--- config.mk ---
export PLATFORM = sky130hd
export DESIGN_NAME = alu_result_buf
export DESIGN_NICKNAME = d
export VERILOG_FILES = /design/src/rtl/alu_pkg.sv /design/src/rtl/alu_result_buf_mem.sv /design/src/rtl/alu_result_buf.sv
export SDC_FILE = /design/constraint.sdc
export NUM_CORES = 1
export LEC_CHECK = 0
export ABC_AREA = 0
export ABC_CLOCK_PERIOD_IN_PS = 6140
export CORE_ASPECT_RATIO = 1.4
export CORE_MARGIN = 4
export CORE_UTILIZATION = 30
export DETAILED_ROUTE_END_ITERATION = 10
export MAX_ROUTING_LAYER = met4
export SLEW_MARGIN = 20
export SYNTH_ARGS = -nofsm -noshare
export SYNTH_HDL_FRONTEND = slang
export SYNTH_HIERARCHICAL = 1
export SYNTH_SLANG_ARGS = --single-unit
--- constraint.sdc ---
create_clock -name clk -period 6.14 [get_ports clk]
set_input_delay 1.842 -clock clk [delete_from_list [all_inputs] [get_ports clk]]
set_output_delay 1.842 -clock clk [all_outputs]
set_load 0.01 [all_outputs]
--- src/rtl/alu_pkg.sv ---
// Shared types and widths for the ALU result buffer.
// Defines the ALU flag struct and the width of one buffered entry.
// Optional macro ALU_RESULT_BUF_PARITY_EN adds one parity bit per entry.
package alu_pkg;

  // Flags exactly as produced by the ALU; stored and returned unmodified.
  typedef struct packed {
    logic ovf;
    logic zero;
    logic sign;
  } alu_flags_t;

  localparam int FLAGS_W = $bits(alu_flags_t);

`ifdef ALU_RESULT_BUF_PARITY_EN
  localparam int PARITY_W = 1;
`else
  localparam int PARITY_W = 0;
`endif

  // Entry layout, MSB to LSB: {result, flags[, parity]}.
  function automatic int entry_width(input int bitwidth);
    return bitwidth + FLAGS_W + PARITY_W;
  endfunction

endpackage

--- src/rtl/alu_result_buf_mem.sv ---
// Storage array for the ALU result buffer: one write port, one async read port.
// Ports: clk; we/waddr/wdata write on the rising edge; raddr -> rdata combinational.
// Contents are deliberately not reset; the control block tracks validity.
module alu_result_buf_mem #(
  parameter int DEPTH = 4,
  parameter int WIDTH = 11,
  parameter int AW    = $clog2(DEPTH)
) (
  input  logic             clk,
  input  logic             we,
  input  logic [AW-1:0]    waddr,
  input  logic [WIDTH-1:0] wdata,
  input  logic [AW-1:0]    raddr,
  output logic [WIDTH-1:0] rdata
);

  logic [WIDTH-1:0] mem_q [DEPTH];

  always_ff @(posedge clk) begin
    if (we) begin
      mem_q[waddr] <= wdata;
    end
  end

  assign rdata = mem_q[raddr];

endmodule

--- src/rtl/alu_result_buf.sv ---
// Small FIFO behind the ALU: buffers result + ovf/zero/sign with valid/ready on both sides.
// Latency one cycle (no empty bypass); in_ready depends only on registered count, so a full
// buffer refuses a push even when a pop happens the same cycle. Sticky overflow bit for polling.
// Ports: clk, rst (sync, active-high); in_* producer side; out_* consumer side; count; sticky_ovf/sticky_clr.
// Optional macro ALU_RESULT_BUF_PARITY_EN adds out_parity (even parity of the stored result).
module alu_result_buf
  import alu_pkg::*;
#(
  parameter int BITWIDTH = 8,
  parameter int DEPTH    = 4
) (
  input  logic                       clk,
  input  logic                       rst,
  input  logic                       in_valid,
  output logic                       in_ready,
  input  logic [BITWIDTH-1:0]        in_result,
  input  logic                       in_ovf,
  input  logic                       in_zero,
  input  logic                       in_sign,
  output logic                       out_valid,
  input  logic                       out_ready,
  output logic [BITWIDTH-1:0]        out_result,
  output logic                       out_ovf,
  output logic                       out_zero,
  output logic                       out_sign,
`ifdef ALU_RESULT_BUF_PARITY_EN
  output logic                       out_parity,
`endif
  output logic [$clog2(DEPTH+1)-1:0] count,
  output logic                       sticky_ovf,
  input  logic                       sticky_clr
);

  localparam int AW = $clog2(DEPTH);
  localparam int CW = $clog2(DEPTH + 1);
  localparam int EW = entry_width(BITWIDTH);

  logic [AW-1:0] wr_ptr_q, wr_ptr_d;
  logic [AW-1:0] rd_ptr_q, rd_ptr_d;
  logic [CW-1:0] count_q, count_d;
  logic          sticky_q, sticky_d;

  logic          push, pop;
  logic [EW-1:0] wdata, rdata;
  alu_flags_t    wflags, rflags;

  assign in_ready  = (count_q != CW'(DEPTH));
  assign out_valid = (count_q != '0);
  assign push      = in_valid & in_ready;
  assign pop       = out_valid & out_ready;

  assign wflags = '{ovf: in_ovf, zero: in_zero, sign: in_sign};
`ifdef ALU_RESULT_BUF_PARITY_EN
  assign wdata = {in_result, wflags, ^in_result};
`else
  assign wdata = {in_result, wflags};
`endif

  // A handshake coinciding with reset is discarded, so suppress the write too.
  alu_result_buf_mem #(
    .DEPTH(DEPTH),
    .WIDTH(EW),
    .AW   (AW)
  ) u_mem (
    .clk  (clk),
    .we   (push & ~rst),
    .waddr(wr_ptr_q),
    .wdata(wdata),
    .raddr(rd_ptr_q),
    .rdata(rdata)
  );

  always_comb begin
    wr_ptr_d = wr_ptr_q;
    rd_ptr_d = rd_ptr_q;
    count_d  = count_q;
    if (push) wr_ptr_d = wr_ptr_q + 1'b1;  // wraps naturally, DEPTH is a power of two
    if (pop)  rd_ptr_d = rd_ptr_q + 1'b1;
    if (push && !pop)      count_d = count_q + 1'b1;
    else if (pop && !push) count_d = count_q - 1'b1;
    // Set has priority over a simultaneous clear so no overflow is ever lost.
    if (push && in_ovf)  sticky_d = 1'b1;
    else if (sticky_clr) sticky_d = 1'b0;
    else                 sticky_d = sticky_q;
  end

  always_ff @(posedge clk) begin
    if (rst) begin
      wr_ptr_q <= '0;
      rd_ptr_q <= '0;
      count_q  <= '0;
      sticky_q <= 1'b0;
    end else begin
      wr_ptr_q <= wr_ptr_d;
      rd_ptr_q <= rd_ptr_d;
      count_q  <= count_d;
      sticky_q <= sticky_d;
    end
  end

  // Storage is unreset, so outputs are gated to zero whenever the buffer is empty.
  assign rflags     = alu_flags_t'(rdata[EW-1-BITWIDTH -: FLAGS_W]);
  assign out_result = out_valid ? rdata[EW-1 -: BITWIDTH] : '0;
  assign out_ovf    = out_valid & rflags.ovf;
  assign out_zero   = out_valid & rflags.zero;
  assign out_sign   = out_valid & rflags.sign;
`ifdef ALU_RESULT_BUF_PARITY_EN
  assign out_parity = out_valid & rdata[0];
`endif

  assign count      = count_q;
  assign sticky_ovf = sticky_q;

endmodule
### Yosys cells after proc, flatten, opt, wreduce, memory -nomap -nowiden

Memory sizes are Yosys's and may differ from the RTL's. A register that Yosys moved wholly into a read port is not among the register bits.
Index checks and enable logic that the tools add are counted.
W data, S select, Z words.

| storage, ports and cells | value |
|---|---|
| flip-flop bits (word level) | 8 |
| bits in writable memories | 44 |
| bits of input ports | 16 |
| output and inout port bits | 17 |
| memories kept | 1 |

Memories:

| memory | words | width | read ports | clocked after memory_dff | wr ports | RTL line | source |
|---|---|---|---|---|---|---|---|
| u_mem.mem_q | 4 | 11 | 1 | 1 | 1 | alu_result_buf_mem.sv:17 | `logic [WIDTH-1:0] mem_q [DEPTH];` |

| cells by class | value |
|---|---|
| add/subtract/negate cells | 4 |
| equal/unequal tests | 1 |
| muxes and demuxes | 9 |
| bitwise logic cells | 7 |
| reductions and logical operators | 8 |

Operators with widths:

| operator | number |
|---|---|
| $mux W8 | 1 |
| $and A1 B1 Y1 | 6 |
| $mux W3 | 2 |
| $add A2 B1 Y2 const B | 2 |
| $mux W1 | 4 |
| $mux W2 | 2 |
| $reduce_bool A2 Y1 | 2 |
| $add A3 B1 Y3 const B | 1 |
| $logic_and A1 B1 Y1 | 3 |
| $ne A3 B3 Y1 const B | 1 |
| $reduce_bool A3 Y1 | 1 |
| $sub A3 B1 Y3 const B | 1 |
| $logic_not A1 Y1 | 2 |
| $not A1 Y1 | 1 |

### Longest topological paths before layout

| depth | value |
|---|---|
| depth in word-level cells | 6 |
| gate-level depth with buffers | 8 |
| depth with buffers taken out | 8 |

### By module

Netlist, hierarchy kept.

By module, submodules not included:

| module | times used | cells an instance | area each (µm²) | seq. area each (µm²) |
|---|---|---|---|---|
| alu_result_buf_mem | 1 | 61 | 1620.3 | 1321.3 |
| alu_result_buf | 1 | 54 | 466.7 | 160.2 |

### Least setup slack after synthesis

OpenSTA, ideal clock, no wires.

| path | value |
|---|---|
| path type | input port to flip-flop |
| start point | input rst |
| end point | memory u_mem.mem_q[0][0], enable pin |
| arrival time | 3.109 ns |
| data required time | 5.744 ns |
| slack | 2.635 ns |
| stages | 3 |
| buffers on the path | 1 |
| cell sequence | clkbuf_1 -> nor2b_1 -> nor3b_1 |

| between the ends | value |
|---|---|
| cells in the longest elaborated chain, start to end | 4 |

RTL lines:

| what | RTL line | source |
|---|---|---|
| start, declared | alu_result_buf.sv:13 | `input logic rst,` |
| $not A1 Y1 | alu_result_buf.sv:66 | `.we (push & ~rst),` |
| $and A1 B1 Y1 | alu_result_buf.sv:66 |  |
| $mux W1 | alu_result_buf_mem.sv:20 | `if (we) begin` |
| $mux W1 (implied by the code) | alu_result_buf_mem.sv:21 | `mem_q[waddr] <= wdata;` |
| end, declared | alu_result_buf_mem.sv:17 |  |

No other way between the ends.

==> key figures <==
Setup path
  • WP data required: around 4300 ps
  • CP max FO: 13
  • Type of destination of the critical path: primary output
  • Critical path class: flop to primary output
  • WP data arrival: about 2400 ps
  • R2R Path Start: count[0]
  • Startpoint Class: flop
  • Critical Path Start: rd_ptr_q[0]

Synth
  • YS warnings: 6
  • Post-synth top flop: edfxtp_1
  • Synth top area share: 63.3%
  • Largest area contributor in the netlist: edfxtp_1
  • Synth Register Bits: between 50 and 60
  • Most frequent cell after synthesis: edfxtp_1
  • Commonest cells in the netlist: edfxtp_1 (44), nor2b_1 (13), mux4_2 (10)
  • Largest cells by area after synthesis: edfxtp_1 (63%), mux4_2 (11%), dfxtp_1 (7.7%)
  • Syn Inst Count: around 120
  • EDFF count, synth: 44
  • Fraction of registers with async set or reset after synthesis: 0%
  • Mapped cell area: around 0.0021 mm^2
  • Post-Syn Area per Cell: 18.1 um^2
  • Post-Syn Nets: roughly 130
  • Count of cell types in the netlist: 30
  • Post-synthesis sequential area ratio: about 71%

Final layout
  • Ant diodes: 0
  • Fillers: approximately 620
  • Footprint of the multi-input gates: 567 um^2
  • Sequential cell area: between 0.001 and 0.0015 mm^2
  • Finished Core Util: 39.0%
  • Layout Area Growth over Synthesis: 24.3%
  • Layout cell share with drive strength beyond 1: 14.4%
  • Nets: 170

Detailed routing
  • Drt pass-1 iters: 4
  • Vias/cell: 4.57
  • DRC: 0
  • Total number of vias: 1119
  • DRT Wirelength: 3850 um
  • Post-DRT Antenna Nets: 0
  • Initial DRC count: 97
  • Routed len/inst: 15.7 um

Place
  • PortBufs: 32
  • RD Place Congestion: about 0.69
  • Placed wire-length estimate: roughly 2600 um

CTS
  • Clk_lat worst skew: between 200 and 300 ps
  • Clock transition at the registers of the reported paths: 80 ps
  • TritonCTS Buffers: 5
  • Post-CTS sizing: 0
  • Clock buffer depth: 2
  • Hold buffers post-CTS: 0
  • H-Tree Depth: 2
  • Setup Buffers After CTS: 0
  • TritonCTS clock tree: done
  • Clk root buf: clkbuf_8
  • Clock sinks: between 50 and 60

Floorplanning
  • Io pins: 33
  • Die width: between 70 and 80 um
  • Die Span Y: 107 um
  • FP Rows: 35
  • Core area: roughly 0.0067 mm^2
  • Die area: ~0.0084 mm^2
  • Starting Density: 31.4%

Flow run
  • Max cap viols: 0

Global route
  • GRT Total Usage: 10.1%
  • GRT Residual Overflow: 0
  • Largest net degree at the start of global routing: 15
  • Vias in the first global route: 1180
  • Initial antenna violation count: 0
  • First-pass GRT wire length: slightly above 6000 um

Timing
  • Setup Skew: 4.34 ps
  • Final hold vios: 0
  • Setup TNS: 0 ps
  • Slew HR: between 40% and 50%
  • Min Clock Period, post-route: 4280 ps
  • Max-slew violations: 0
  • Fmax: 0.234 GHz
  • RSZ-0062 raised after global routing: no
  • Fin crit share: roughly 70%
  • Final setup vio count: 0
  • Worst Max-Slew Pin Slew: 849 ps

Pwr
  • PwrDens: between 300 and 400 mW/mm^2
  • Maximum vdd drop: between 0.2 and 0.25 mV
  • Leak pwr: 0.846 nW

Worst hold path
  • Hold crit path type: flop to flop
  • Hold Startpoint: sticky_ovf

Run status
  • Run status: finished, final reports clean
-- state kept, by name, summed over array words and instances, names as in the netlist --
name         cells
u_mem/mem_q     44
count            3
wr_ptr_q         2
sticky_ovf       1
rd_ptr_q         2
-- cells by family after synthesis --
| kind of cell | count (synthesis) | share of synthesized area [%] |
|---|---|---|
| flops | 52 | 71.0 |
| simple gates | 29 | 8.51 |
| mux | 13 | 13.2 |
| compound gates | 8 | 2.58 |
| buf+inv | 8 | 1.86 |
| xor+xnor | 3 | 1.26 |
| fa+ha+maj | 2 | 1.56 |
-- area by class of cell --
type	count	area share [%]
multi-input cells	55	21.9
repair buffers	34	12.9
flip-flops and latches	52	57.1
inverters	4	0.579
well taps	92	4.44
clock inverters	1	0.145
clock buffers	7	2.94
-- cell usage in the layout, fill, tap and decap left out, drive strengths merged, types with 2 or more instances in the layout --
| cell type | Yosys | layout |
|---|---|---|
| dfxtp | 8 | 8 |
| buf | 2 | 2 |
| or3 | 2 | 2 |
| xor2 | 3 | 3 |
| mux4 | 11 | 11 |
| and3b | 2 | 2 |
| inv | 4 | 4 |
| edfxtp | 44 | 44 |
| nor2b | 13 | 13 |
| a21oi | 2 | 2 |
| nor2 | 6 | 6 |
| clkbuf | 2 | 7 |
| clkdlybuf4s50 | 0 | 32 |
| o21ai | 2 | 2 |
-- final timing paths --
check,to,slack (ps),cells past startpoint
worst max-delay path,out_result[7],1860,3
worst min-delay path,sticky_ovf,500,2
worst max register to register,count[2],3850,7
worst min register to register,sticky_ovf,500,2
-- layer usage --
layer / global-route usage, % / share of wire (%) / vias up
met1: 10.7 / 40 / 562
met5: - / 0 / -
met3: 3.19 / 5.4 / 8
met2: 17.3 / 52 / 33
met4: 4.25 / 2.2 / 0
li1: - / - / 516
-- worst max-delay path, stage by stage, from the launching register on --
cell,delay [ps]
dfxtp_1,880
mux4_1,640
nor2b_1,140
clkdlybuf4s50_1,480
-- power by group --
part | internal, mW | switching (mW)
clock | 0.0795 | 0.0993
combinational | 0.226 | 0.159
sequential | 0.415 | 0.0484
total | 0.721 | 0.306
-- stage by stage --
step | cells | power, mW | setup slack [ps] | cell area [um^2] | hold slack (ps)
6_report | 245 | 1.03 | 1860 | 2590 | 502
4_1_cts | 245 | 1.04 | 1810 | 2590 | 508
3_3_place_gp | 237 | 0.842 | 2190 | 2510 | 473
5_1_grt | 245 | 1.09 | 1710 | 2590 | 534
3_5_place_dp | 237 | 0.862 | 2140 | 2510 | 488
2_1_floorplan | 115 | 0.673 | 2640 | 2090 | 470
Note: power is estimated with default switching activity, not from simulation.
